## src/rtl/hub75_bcm_seq.sv

```systemverilog
// Per-row HUB75 bit-plane sequencer: walks a captured plane window, issuing shift/blank
// pulses and the row address / latch enable timing for each plane.
module hub75_bcm_seq #(
  parameter int N_ROWS       = 32,
  parameter int N_PLANES     = 8,
  parameter int TIMER_W      = 8,
  parameter int LOG_N_ROWS   = $clog2(N_ROWS),
  parameter int LOG_N_PLANES = $clog2(N_PLANES)
) (
  input  logic                    clk,
  input  logic                    rst,
  output logic [LOG_N_ROWS-1:0]   hub75_addr,
  output logic                    hub75_le,
  output logic [N_PLANES-1:0]     shift_plane,
  output logic                    shift_go,
  input  logic                    shift_rdy,
  output logic [N_PLANES-1:0]     blank_plane,
  output logic                    blank_go,
  input  logic                    blank_rdy,
  input  logic [LOG_N_ROWS-1:0]   ctrl_row,
  input  logic                    ctrl_go,
  output logic                    ctrl_rdy,
  output logic                    ctrl_done,
  input  logic [LOG_N_PLANES-1:0] cfg_plane_lo,
  input  logic [LOG_N_PLANES-1:0] cfg_plane_hi,
  input  logic                    cfg_msb_first,
  input  logic [TIMER_W-1:0]      cfg_pre_latch_len,
  input  logic [TIMER_W-1:0]      cfg_latch_len,
  input  logic [TIMER_W-1:0]      cfg_post_latch_len,
  output logic [LOG_N_PLANES-1:0] stat_plane
);

  typedef enum logic [2:0] {
    S_IDLE, S_SHIFT, S_WAIT, S_PRE, S_LATCH, S_POST, S_BLANK
  } state_t;

  state_t state, state_nxt;

  logic [LOG_N_ROWS-1:0]   row_q;
  logic [LOG_N_PLANES-1:0] plane_q, last_q;
  logic                    msb_q;
  logic [TIMER_W-1:0]      pre_q, latch_q, post_q;
  logic [TIMER_W:0]        timer_q;
  logic                    le_q;
  logic [LOG_N_ROWS-1:0]   addr_q;

  logic [LOG_N_PLANES-1:0] lo_c, hi_c, first_c, last_c;
  logic                    accept, timer_zero, last_plane;

  function automatic logic [LOG_N_PLANES-1:0] clamp_plane(input logic [LOG_N_PLANES-1:0] v);
    if (32'(v) > N_PLANES - 1) return LOG_N_PLANES'(N_PLANES - 1);
    return v;
  endfunction

  // An inverted window degenerates to the single plane lo.
  always_comb begin
    lo_c    = clamp_plane(cfg_plane_lo);
    hi_c    = clamp_plane(cfg_plane_hi);
    first_c = lo_c;
    last_c  = hi_c;
    if (lo_c > hi_c) begin
      first_c = lo_c;
      last_c  = lo_c;
    end else if (cfg_msb_first) begin
      first_c = hi_c;
      last_c  = lo_c;
    end
  end

  assign accept     = ctrl_go && (state == S_IDLE);
  assign timer_zero = (timer_q == '0);
  assign last_plane = (plane_q == last_q);

  always_ff @(posedge clk) begin
    if (rst) state <= S_IDLE;
    else     state <= state_nxt;
  end

  always_comb begin
    state_nxt = state;
    shift_go  = 1'b0;
    blank_go  = 1'b0;
    ctrl_done = 1'b0;
    case (state)
      S_IDLE:  if (ctrl_go) state_nxt = S_SHIFT;
      S_SHIFT: begin
        shift_go  = 1'b1;
        state_nxt = S_WAIT;
      end
      S_WAIT:  if (shift_rdy && blank_rdy) state_nxt = S_PRE;
      S_PRE:   if (timer_zero) state_nxt = S_LATCH;
      S_LATCH: if (timer_zero) state_nxt = S_POST;
      S_POST:  if (timer_zero) state_nxt = S_BLANK;
      S_BLANK: begin
        blank_go = 1'b1;
        if (last_plane) begin
          state_nxt = S_IDLE;
          ctrl_done = 1'b1;
        end else begin
          state_nxt = S_SHIFT;
        end
      end
      default: state_nxt = S_IDLE;
    endcase
  end

  // Each latch phase loads L on entry and exits when the count reaches zero: L+1 cycles.
  always_ff @(posedge clk) begin
    if (rst) begin
      timer_q <= '0;
    end else if (state == S_WAIT && state_nxt == S_PRE) begin
      timer_q <= {1'b0, pre_q};
    end else if (state == S_PRE && timer_zero) begin
      timer_q <= {1'b0, latch_q};
    end else if (state == S_LATCH && timer_zero) begin
      timer_q <= {1'b0, post_q};
    end else if (!timer_zero) begin
      timer_q <= timer_q - (TIMER_W+1)'(1);
    end
  end

  always_ff @(posedge clk) begin
    if (rst) begin
      row_q   <= '0;
      plane_q <= '0;
      last_q  <= '0;
      msb_q   <= 1'b0;
      pre_q   <= '0;
      latch_q <= '0;
      post_q  <= '0;
      le_q    <= 1'b0;
      addr_q  <= '0;
    end else begin
      if (accept) begin
        row_q   <= ctrl_row;
        plane_q <= first_c;
        last_q  <= last_c;
        msb_q   <= cfg_msb_first && (lo_c <= hi_c);
        pre_q   <= cfg_pre_latch_len;
        latch_q <= cfg_latch_len;
        post_q  <= cfg_post_latch_len;
      end else if (state == S_BLANK && !last_plane) begin
        plane_q <= msb_q ? plane_q - LOG_N_PLANES'(1) : plane_q + LOG_N_PLANES'(1);
      end
      le_q <= (state == S_LATCH);
      // First DO_LATCH cycle: address updates on the same edge the latch enable rises.
      if (state == S_LATCH && !le_q) addr_q <= row_q;
    end
  end

  assign hub75_le    = le_q;
  assign hub75_addr  = addr_q;
  assign ctrl_rdy    = (state == S_IDLE);
  assign stat_plane  = (state == S_IDLE) ? '0 : plane_q;
  assign shift_plane = (state == S_IDLE) ? '0 : ({{(N_PLANES-1){1'b0}}, 1'b1} << plane_q);
  assign blank_plane = shift_plane;

endmodule
```

## config.mk

```make
export PLATFORM = sky130hd
export DESIGN_NAME = hub75_bcm_seq
export DESIGN_NICKNAME = d
export VERILOG_FILES = /design/src/rtl/hub75_bcm_seq.sv
export SDC_FILE = /design/constraint.sdc
export NUM_CORES = 1
export LEC_CHECK = 0
export CORE_UTILIZATION = 53
export CTS_CLUSTER_SIZE = 10
export DETAILED_ROUTE_END_ITERATION = 10
export PLACE_DENSITY = 0.95
export SYNTH_ARGS = -nofsm -noshare
export SYNTH_HDL_FRONTEND = slang
export SYNTH_SLANG_ARGS = --single-unit
```

## constraint.sdc

```tcl
create_clock -name clk -period 5.49 [get_ports clk]
set_input_delay 1.647 -clock clk [delete_from_list [all_inputs] [get_ports clk]]
set_output_delay 1.647 -clock clk [all_outputs]
set_load 0.1 [all_outputs]
```

==> report_table.html <==
<table>
<tr><th>Metric</th><th>Value</th></tr>
<tr><th colspan="2">CTS</th></tr>
<tr><td>Number of gates resized after CTS</td><td>0</td></tr>
<tr><td>Number of clock buffers inserted by TritonCTS</td><td>5</td></tr>
<tr><td>Maximum number of buffers from clock root to sink</td><td>2</td></tr>
<tr><td>Number of buffers inserted to repair setup after CTS</td><td>0</td></tr>
<tr><td>Clock latency on the worst-skew pair</td><td>0.32 ns</td></tr>
<tr><td>CTS tree</td><td>done</td></tr>
<tr><td>Total number of H-tree levels</td><td>2</td></tr>
<tr><td>CTS sink count</td><td>54</td></tr>
<tr><td>Clock slew at the register clock pins of the worst setup and hold paths</td><td>0.10 ns</td></tr>
<tr><td>Hold buffers post-CTS</td><td>0</td></tr>
<tr><td>Clock root buffer master</td><td>sky130_fd_sc_hd__clkbuf_8</td></tr>
<tr><th colspan="2">GRT</th></tr>
<tr><td>Antenna violations before repair</td><td>0</td></tr>
<tr><td>Most Used Layer, Global Route</td><td>met2</td></tr>
<tr><td>Pin count of the biggest net entering global routing</td><td>41</td></tr>
<tr><td>GRT Util Overall</td><td>0.2674</td></tr>
<tr><td>GRT met3 Usage</td><td>0.04284</td></tr>
<tr><td>Number of global-route vias before repair</td><td>2,479</td></tr>
<tr><td>GRT met2 Usage</td><td>0.4314</td></tr>
<tr><td>Overall overflow remaining after global route</td><td>0</td></tr>
<tr><td>Wire length of the first global-routing pass</td><td>11,470 um</td></tr>
<tr><td>Global routing usage on met1</td><td>0.3632</td></tr>
<tr><th colspan="2">Critical path</th></tr>
<tr><td>Type of element capturing the critical path</td><td>output pin</td></tr>
<tr><td>Worst Setup Start Kind</td><td>flop</td></tr>
<tr><td>Worst-path cell with the longest stage delay</td><td>sky130_fd_sc_hd__clkdlybuf4s50_1</td></tr>
<tr><td>Critical path depth in cells</td><td>4</td></tr>
<tr><td>Category of the most critical setup path</td><td>flop to output pin</td></tr>
<tr><td>Worst Setup SP</td><td>state[1]</td></tr>
<tr><td>Beginning of the worst register-to-register path</td><td>state[1]</td></tr>
<tr><td>Highest net fanout along the worst path</td><td>15</td></tr>
<tr><td>Register-to-register setup slack</td><td>3.16 ns</td></tr>
<tr><td>Endpoint required time on the critical path</td><td>3.84 ns</td></tr>
<tr><td>Maximum single-stage delay on the critical path</td><td>1.19 ns</td></tr>
<tr><td>Chain of cells forming the critical path</td><td>nor3_4 -&gt; nand2b_1 -&gt; nor3_1 -&gt; clkdlybuf4s50_1</td></tr>
<tr><td>Number of buffers and inverters on the critical path</td><td>1</td></tr>
<tr><td>Worst reg2reg path endpoint</td><td>plane_q[1]</td></tr>
<tr><td>Worst reg-to-reg path cell count</td><td>4</td></tr>
<tr><td>Cell type group with the largest total delay on the critical path</td><td>buffers and inverters</td></tr>
<tr><td>Critical path arrival</td><td>2.85 ns</td></tr>
<tr><th colspan="2">Yosys</th></tr>
<tr><td>Share of the synthesized netlist area taken by xor and xnor gates</td><td>0.02481</td></tr>
<tr><td>Post-Synthesis Cell Area</td><td>2824 um2</td></tr>
<tr><td>Count of warnings emitted by yosys</td><td>0</td></tr>
<tr><td>Top post-synthesis cells by count</td><td>sky130_fd_sc_hd__nand2_1 (83), sky130_fd_sc_hd__dfxtp_1 (54), sky130_fd_sc_hd__a21oi_1 (46)</td></tr>
<tr><td>Post-synthesis area per instance</td><td>7.779 um2</td></tr>
<tr><td>Share of flip-flops with an asynchronous set or reset after synthesis</td><td>0</td></tr>
<tr><td>Share of the synthesized area in compound gates (AO/OA/AOI/OAI)</td><td>0.2043</td></tr>
<tr><td>Largest family of logic cells by synthesized area</td><td>simple AND/OR/NAND/NOR gates</td></tr>
<tr><td>Synthesized netlist cell count</td><td>363</td></tr>
<tr><td>Flip-flop and latch count after synthesis</td><td>54</td></tr>
<tr><td>Synthesized net count</td><td>410</td></tr>
<tr><td>Distinct cell type count of the synthesized netlist</td><td>54</td></tr>
<tr><td>Library cell with the highest instance count after synthesis</td><td>sky130_fd_sc_hd__nand2_1</td></tr>
<tr><td>Sequential element share of the synthesized area</td><td>0.3828</td></tr>
<tr><td>Area contributors post-synth</td><td>sky130_fd_sc_hd__dfxtp_1 (38%), sky130_fd_sc_hd__nand2_1 (11%), sky130_fd_sc_hd__a21oi_1 (8.2%)</td></tr>
<tr><td>Most common flop cell mapped by yosys</td><td>sky130_fd_sc_hd__dfxtp_1</td></tr>
<tr><td>Share of cell area taken by muxes after synthesis</td><td>0.01772</td></tr>
<tr><td>Adder-Cell Fraction of Synth Area</td><td>0.02924</td></tr>
<tr><td>Simple-Gate Fraction of Synth Area</td><td>0.2672</td></tr>
<tr><td>Number of flops mapped to enable cells by yosys</td><td>0</td></tr>
<tr><td>Cell taking the most area after synthesis</td><td>sky130_fd_sc_hd__dfxtp_1</td></tr>
<tr><td>Share of the synthesized area in the top cell type</td><td>0.3828</td></tr>
<tr><th colspan="2">Cells and area</th></tr>
<tr><td>Fill cells</td><td>395</td></tr>
<tr><td>Layout Utilization</td><td>0.6948</td></tr>
<tr><td>Share of final-layout standard cells stronger than drive strength 1</td><td>0.06295</td></tr>
<tr><td>NumNets Final</td><td>459</td></tr>
<tr><td>Antenna cells</td><td>0</td></tr>
<tr><td>Synth-to-layout area growth</td><td>25.65%</td></tr>
<tr><th colspan="2">Timing</th></tr>
<tr><td>Fmax</td><td>222.4 MHz</td></tr>
<tr><td>Hold_ws</td><td>0.4577 ns</td></tr>
<tr><td>Number of failing setup endpoints in the final timing report</td><td>0</td></tr>
<tr><td>Clock skew after layout</td><td>0.008010 ns</td></tr>
<tr><td>Setup_tns</td><td>0 ns</td></tr>
<tr><td>Setup repair after global routing missed its margin</td><td>no</td></tr>
<tr><td>Total count of hold-check failures in the final report</td><td>0</td></tr>
<tr><td>Fin. max-slew vios</td><td>0</td></tr>
<tr><td>Pin slew with the least headroom to its limit</td><td>1.145 ns</td></tr>
<tr><td>Final period utilization</td><td>0.8189</td></tr>
<tr><td>Final Critical Period</td><td>4.496 ns</td></tr>
<tr><td>Slew headroom</td><td>0.2345</td></tr>
<tr><th colspan="2">Pwr</th></tr>
<tr><td>Power Dens Cells</td><td>354.3 nW/um2</td></tr>
<tr><td>Switch share</td><td>0.4140</td></tr>
<tr><td>Cell-internal power</td><td>0.0007367 W</td></tr>
<tr><td>Part of the power in the clock network</td><td>0.183</td></tr>
<tr><td>Combinational power share</td><td>0.418</td></tr>
<tr><td>Net switching power</td><td>0.0005204 W</td></tr>
<tr><td>Total Power Consumption</td><td>0.001257 W</td></tr>
<tr><td>Max VDD drop</td><td>237.5 uV</td></tr>
<tr><td>Sequential group share of total power</td><td>0.399</td></tr>
<tr><td>Static leakage</td><td>1.302 nW</td></tr>
<tr><th colspan="2">Floorplanning</th></tr>
<tr><td>Height of the chip</td><td>75.00 um</td></tr>
<tr><td>Floorplan die width</td><td>75.00 um</td></tr>
<tr><td>DIE AREA</td><td>5624 um2</td></tr>
<tr><td>Standard cell core area</td><td>5107 um2</td></tr>
<tr><td>Effective utilization at floorplan</td><td>0.5529</td></tr>
<tr><td>Standard-cell rows</td><td>26</td></tr>
<tr><td>Number of top-level pins</td><td>70</td></tr>
<tr><th colspan="2">Outcome</th></tr>
<tr><td>Run status</td><td>finished, final reports clean</td></tr>
<tr><th colspan="2">Detailed routing</th></tr>
<tr><td>Drt via density</td><td>5.571</td></tr>
<tr><td>DR vias</td><td>2,691</td></tr>
<tr><td>Total Routed Length</td><td>6799 um</td></tr>
<tr><td>DR DRC count</td><td>0</td></tr>
<tr><td>Count of routing violations after the opening detailed-route iteration</td><td>194</td></tr>
<tr><td>1st-pass router iterations</td><td>4</td></tr>
<tr><td>Routed Antenna Nets</td><td>0</td></tr>
<tr><td>Final routed wire length divided by cell count</td><td>14.08 um</td></tr>
<tr><th colspan="2">Min path</th></tr>
<tr><td>Worst Hold Path EP</td><td>timer_q[5]</td></tr>
<tr><td>Hold crit path type</td><td>flop to flop</td></tr>
<tr><td>Number of stages on the worst hold path</td><td>2</td></tr>
<tr><td>Hold path startpoint</td><td>pre_q[5]</td></tr>
<tr><th colspan="2">Placed design</th></tr>
<tr><td>HPWL after detailed placement</td><td>4909 um</td></tr>
<tr><td>Final weighted congestion of routability-driven global placement</td><td>0.8760</td></tr>
<tr><td># port buffers</td><td>69</td></tr>
<tr><th colspan="2">Job</th></tr>
<tr><td>Count of max-cap constraint violations</td><td>0</td></tr>
</table>
## stage by stage
stage | setup WS (ns) | instances | cell area [um2]
after floorplan | 0.02184 | 363 | 2836
after global placement | 1.471 | 475 | 3455
after detailed placement | 1.349 | 475 | 3455
after CTS | 0.9866 | 483 | 3548
after global routing | 0.8140 | 483 | 3548
final | 0.9940 | 483 | 3548
## registers in the layout (all words and copies together) (netlist names), 5 cells and up
signal and cells:
pre_q 8, post_q 8, timer_q 9, latch_q 8, row_q 5, hub75_addr 5
## tightest hold or removal path, cell delays in order (launching register included)
cell and delay, ns:
sky130_fd_sc_hd__dfxtp_1 0.32, sky130_fd_sc_hd__nand2_1 0.05, sky130_fd_sc_hd__a21oi_1 0.05
## power groups by stage
stage	logic, W	registers, W	clock network [W]
2_1_floorplan	0.000425	0.000487	0
3_3_place_gp	0.000501	0.000504	0
3_5_place_dp	0.000517	0.000508	0
4_1_cts	0.000522	0.000500	0.000229
5_1_grt	0.000579	0.000510	0.000245
6_report	0.000526	0.000501	0.000230
## cell type report
type                            count  area [um2]  area share
Clock buffer                        5       68.82     0.01939
Timing Repair Buffer               71       705.7      0.1989
Tap cell                           70       87.58     0.02468
Inverter                            9       33.78    0.009520
Clock inverter                      3       25.02    0.007052
Multi-Input combinational cell    271        1546      0.4358
Sequential cell                    54        1081      0.3047
## layer usage
layer  wire length (um)  vias to the layer above
met5                  0                        -
met4                133                        0
met3                331                       12
met2               3360                       79
met1               2974                     1261
li1                   -                     1339
## how the worst max path moves through the flow
stage / to / slack [ns]
after global placement: blank_plane[1] / 1.47
after global routing: blank_plane[1] / 0.81
after CTS: blank_plane[1] / 0.99
final: blank_plane[1] / 0.99
after detailed placement: blank_plane[1] / 1.35
after floorplan: ctrl_done / 0.02
## logic make-up (layout without fill, tap and decap cells)
logic type	after synthesis	after routing
AOI/OAI and AO/OA	93	93
buffers and inverters	38	88
adders and majority gates	6	6
xor gates and xnor gates	8	8
muxes	5	5
DFF	54	54
and+or+nand+nor	159	159
## cell usage in the layout, fill, tap and decap left out, types with 6 or more instances in the layout
cell / instances
sky130_fd_sc_hd__nor2_1: 25
sky130_fd_sc_hd__a21oi_1: 46
sky130_fd_sc_hd__o22ai_1: 6
sky130_fd_sc_hd__clkdlybuf4s50_1: 69
sky130_fd_sc_hd__nand2_1: 83
sky130_fd_sc_hd__dfxtp_1: 54
sky130_fd_sc_hd__nor3_1: 9
sky130_fd_sc_hd__nand3_1: 10
sky130_fd_sc_hd__o21ai_0: 10
sky130_fd_sc_hd__a211oi_1: 7
sky130_fd_sc_hd__inv_1: 9
Power figures use the tool's default switching activity.
==> patch 1: new RTL, config.mk and constraints unchanged <==
`TIMER_W`: 8 -> 9.
--- a/src/rtl/hub75_bcm_seq.sv
+++ b/src/rtl/hub75_bcm_seq.sv
@@ -3,7 +3,7 @@
 module hub75_bcm_seq #(
   parameter int N_ROWS       = 32,
   parameter int N_PLANES     = 8,
-  parameter int TIMER_W      = 8,
+  parameter int TIMER_W      = 9,
   parameter int LOG_N_ROWS   = $clog2(N_ROWS),
   parameter int LOG_N_PLANES = $clog2(N_PLANES)
 ) (
Interface: changed (resized cfg_latch_len, cfg_post_latch_len and cfg_pre_latch_len); port bits go from 70 to 73. The function was not compared with the original's and may differ.
==> patch 1 against the original RTL <==
  * Largest cell class unchanged
  * Synthesized area increased by 2.6%
  * Final area rose by 6.7%
  * Sequential power rose by 15%
  * First-iteration DRC count shrank 2.1%
  * Final cell count is 3.7% higher
  * Routed wire length grew 5.2%
  * Register-to-register slack worse by 240 ps
  * Sequential cell count increased by 4
  * Highest routed layer unchanged
  * Power rose by 31%
  * Critical endpoint is now blank_plane[4]
  * Fmax shrank 0.82%
  * Worst setup slack worse by 37 ps
  * Sequential share of layout area up 0.21 points
==> patch 1: results (changes against the original RTL) <==
status:
  status: "finished clean"  # unchanged
place:
  gp_congestion: 0.951  # was 0.876
  place_area_sq_mm: 0.00358  # was 0.00345 sq mm
synth:
  syn_nets: 422  # was 410
  seq_area_frac_synth: 0.401  # was 0.383
  yosysUniqueCellTypes: 47  # was 54
  synthTopCellsByCount: "77 x nand2_1, 58 x dfxtp_1, 41 x a21oi_1"  # was 83 x nand2_1, 54 x dfxtp_1, 46 x a21oi_1
grt:
  first_global_vias: 2654  # was 2479
  track_usage: 0.257  # was 0.267
detailed_routing:
  drtIter0Drc: 190  # was 194
  wl_met2_um: 3520  # was 3360 um
  num_vias: 2821  # was 2691
power_and_ir_drop:
  leakagePower_uw: 0.00140  # was 0.00130 uW
  ir_drop_mv: 0.248  # was 0.237 mV
final_layout:
  finalNetCount: 475  # was 459
  area_growth_pct: 30.7  # was 25.7%
  fillers: 399  # was 395
  drive_gt1_frac: 0.0650  # was 0.0630
sta:
  post-route-period-util: 0.826  # was 0.819
  clock_skew_ps: 6.52  # was 8.01 ps
setup_path:
  r2r_slack_ps: 2920  # was 3160 ps
  r2r-end: "state[0]"  # was plane_q[1]
  reg2reg_depth: 7  # was 4
cts:
  clk_latency_ps: 340  # was 320 ps
min_path:
  min_from: "latch_q[4]"  # was pre_q[5]
==> patch 1: kinds of logic (layout without fill, tap and decap cells) <==
family / count (synthesis) / after routing / synth area share
compound gates: 80 / 80 / 0.169
xor+xnor: 10 / 10 / 0.0302
fa+ha+maj: 5 / 5 / 0.0242
buf+inv: 44 / 102 / 0.0687
flops: 58 / 58 / 0.401
mux: 13 / 13 / 0.0449
simple gates: 163 / 163 / 0.262
==> patch 1: worst max-delay path by stage <==
stage,startpoint,to
2_1_floorplan,state[0],shift_plane[4]
5_1_grt,state[0],blank_plane[4]
3_5_place_dp,state[0],blank_plane[4]
4_1_cts,state[0],blank_plane[4]
3_3_place_gp,state[0],shift_plane[4]
6_report,state[0],blank_plane[4]
==> patch 1: area by class of cell <==
type	count	share of cell area
clock buffers	15	0.0519
clock inverters	1	0.00132
inverters	11	0.0109
multi-input cells	271	0.411
flip-flops and latches	58	0.307
well taps	70	0.0231
repair buffers	75	0.195
==> patch 1: metal layers <==
metal  up-vias  global-route usage
li1       1386                   -
met1      1291               0.306
met2       122               0.432
met3        22              0.0542
met4         0               0.140
met5         -                   0
==> patch 1: where the power goes <==
group	switching [uW]	internal [uW]	leakage, uW
clock network	160	225	0.000106
logic	421	273	0.000820
registers	81.7	492	0.000476
total	662	990	0.00140
==> patch 1: through the flow <==
| step | power, uW | hold slack [ps] |
|---|---|---|
| CTS | 1650 | 455 |
| global route | 1740 | 476 |
| detailed placement | 1260 | 446 |
| global placement | 1240 | 441 |
| finish | 1650 | 454 |
| floorplan | 1120 | 430 |
==> patch 1: worst min-delay path, delay by kind of cell (launching register included) <==
family	cells	cell delay [ps]
and+or+nand+nor	1	50
AOI/OAI and AO/OA	1	50
DFF	1	310
==> patch 2: new RTL, same settings <==
Without the edit above. Register the input `cfg_latch_len` before use. The logic sees it one clock later. The other inputs are not delayed to match.
--- a/src/rtl/hub75_bcm_seq.sv
+++ b/src/rtl/hub75_bcm_seq.sv
@@ -33,6 +33,16 @@
   typedef enum logic [2:0] {
     S_IDLE, S_SHIFT, S_WAIT, S_PRE, S_LATCH, S_POST, S_BLANK
   } state_t;
+
+  logic [TIMER_W-1:0] cfg_latch_len_q;
+
+  always_ff @(posedge clk) begin
+    if (rst) begin
+      cfg_latch_len_q <= '0;
+    end else begin
+      cfg_latch_len_q <= cfg_latch_len;
+    end
+  end
 
   state_t state, state_nxt;
 
@@ -137,7 +147,7 @@
         last_q  <= last_c;
         msb_q   <= cfg_msb_first && (lo_c <= hi_c);
         pre_q   <= cfg_pre_latch_len;
-        latch_q <= cfg_latch_len;
+        latch_q <= cfg_latch_len_q;
         post_q  <= cfg_post_latch_len;
       end else if (state == S_BLANK && !last_plane) begin
         plane_q <= msb_q ? plane_q - LOG_N_PLANES'(1) : plane_q + LOG_N_PLANES'(1);
Check against the original RTL: not equivalent (Yosys sat finds a counterexample within 10 cycles, from zero or initial values and one cycle with rst high).
==> patch 2 against the original RTL <==
  * Final area grew 6.6%
  * Power grew 13%
  * Routed wire length grew 6.1%
  * Count of clock-buffer cells in the layout is 5 higher
  * Synthesized area up 5.8%
  * Worst setup slack gained 44 ps
  * Non-clock buffer count is 1 lower
  * Combinational power increased by 1%
  * Sequential cell count up 8
  * Critical path type unchanged
  * Highest routed layer unchanged
==> patch 2: results (changes against the original RTL) <==
cts:
  cts_resized: 0  # unchanged
  clk_latency_ps: 340  # was 320 ps
  postCtsSetupBuffers: 0  # unchanged
  cts_buffers: 9  # was 5
  root_buffer: "clkbuf_8"  # unchanged
  htreeDepth: 3  # was 2
  clockBufferDepth: 2  # unchanged
  clk_pin_slew_ps: 70  # was 100 ps
synth:
  yosysWarnings: 0  # unchanged
  ys_top_cells_by_area: "dfxtp_1 42%, nand2_1 9.7%, a21oi_1 7.4%, nor2_1 3.4%, nor2b_1 2.7%"  # was dfxtp_1 38%, nand2_1 11%, a21oi_1 8.2%, nor2_1 3.3%, buf_4 3.2%
  synthTopCellsByCount: "77 x nand2_1, 62 x dfxtp_1, 44 x a21oi_1"  # was 83 x nand2_1, 54 x dfxtp_1, 46 x a21oi_1
  synthFlopType: "dfxtp_1"  # unchanged
  seq_area_frac_synth: 0.415  # was 0.383
  async_reset_ff_frac: 0  # unchanged
  syn_nets: 414  # was 410
  yosysUniqueCellTypes: 54  # unchanged
place:
  gp_congestion: 0.797  # was 0.876
  hpwl_um: 5010  # was 4910 um
  port_buffers: 69  # unchanged
min_path:
  min_path_cells: 2  # unchanged
  min_to: "latch_q[2]"  # was timer_q[5]
  hp-class: "flip-flop to flip-flop"  # unchanged
  min_from: "cfg_latch_len_q[2]"  # was pre_q[5]
final_layout:
  num_antenna_cells: 0  # unchanged
  largest_reg_flops: 9  # unchanged
  finalNetCount: 466  # was 459
  fillers: 422  # was 395
  largest-register: "timer_q"  # unchanged
  drive_gt1_frac: 0.0686  # was 0.0630
detailed_routing:
  num_vias: 2771  # was 2691
  drc: 0  # unchanged
  routedWlPerCell_um: 14.6  # was 14.1 um
  first_pass_iters: 5  # was 4
  drtIter0Drc: 363  # was 194
setup_path:
  r2r-end: "plane_q[1]"  # unchanged
  crit_family: "buffers and inverters"  # unchanged
  cp.arrival_ps: 2800  # was 2850 ps
  critical-path-max-stage-delay_ps: 1190  # about the same
  reg2reg_depth: 5  # was 4
  r2r_slack_ps: 3230  # was 3160 ps
  critPathSlowestCell: "clkdlybuf4s50_1"  # unchanged
  r2r_start: "state[2]"  # was state[1]
  crit_fanout: 17  # was 15
sta:
  clock_skew_ps: 12.7  # was 8.01 ps
  worst_pin_slew_ps: 1090  # was 1140 ps
  hold_slack_ps: 441  # was 458 ps
power_and_ir_drop:
  leakagePower_uw: 0.00144  # was 0.00130 uW
  ir_drop_mv: 0.187  # was 0.237 mV
grt:
  antenna_found_initial: 0  # unchanged
  first_global_vias: 2623  # was 2479
  grt_first_pass_wirelength_um: 12100  # was 11500 um
  track_usage: 0.259  # was 0.267
  grt_max_degree: 51  # was 41
status:
  status: "finished clean"  # unchanged
-- patch 2: cell type report --
type | count | area (sq um) | share of cell area
Multi-Input combinational cell | 265 | 1560 | 0.413
Sequential cell | 62 | 1240 | 0.328
Timing Repair Buffer | 70 | 693 | 0.183
Clock buffer | 10 | 128 | 0.0337
Tap cell | 70 | 87.6 | 0.0232
Inverter | 11 | 41.3 | 0.0109
Clock inverter | 5 | 27.5 | 0.00728
-- patch 2: stage by stage --
stage	setup slack, ps	std cells	instance area, sq um
6_report	1040	493	3780
4_1_cts	1040	493	3780
3_3_place_gp	1520	478	3630
2_1_floorplan	156	367	3010
5_1_grt	871	493	3780
3_5_place_dp	1400	478	3630
-- patch 2: kinds of logic after synthesis --
family / synth area share
AOI/OAI and AO/OA: 0.190
muxes: 0.0205
buffers and inverters: 0.0674
DFF: 0.415
adders and majority gates: 0.0276
xor gates and xnor gates: 0.0293
and+or+nand+nor: 0.250
-- patch 2: tightest hold or removal path: cells and delay by family, from the launching register on --
kind            cells  cell delay [ps]
compound gates      1               50
flops               1              300
simple gates        1               50
-- patch 2: worst max path at each step --
stage                  start              to  slack [ps]
finish              state[2]  blank_plane[4]        1040
global route        state[2]  blank_plane[4]         870
CTS                 state[2]  blank_plane[4]        1040
detailed placement  state[2]  blank_plane[4]        1400
global placement    state[2]  blank_plane[4]        1520
floorplan           state[2]  shift_plane[4]         160
-- patch 2: metal layers --
metal | part of all wire | global-route usage | wire, um
met4 | 0.026 | 0.109 | 184
met2 | 0.50 | 0.423 | 3600
met1 | 0.41 | 0.316 | 2930
met3 | 0.069 | 0.0750 | 497
met5 | 0 | 0 | 0
-- patch 2: power by group --
| part | internal (uW) | switching (uW) |
|---|---|---|
| sequential | 504 | 62.0 |
| clock | 158 | 171 |
| combinational | 206 | 325 |
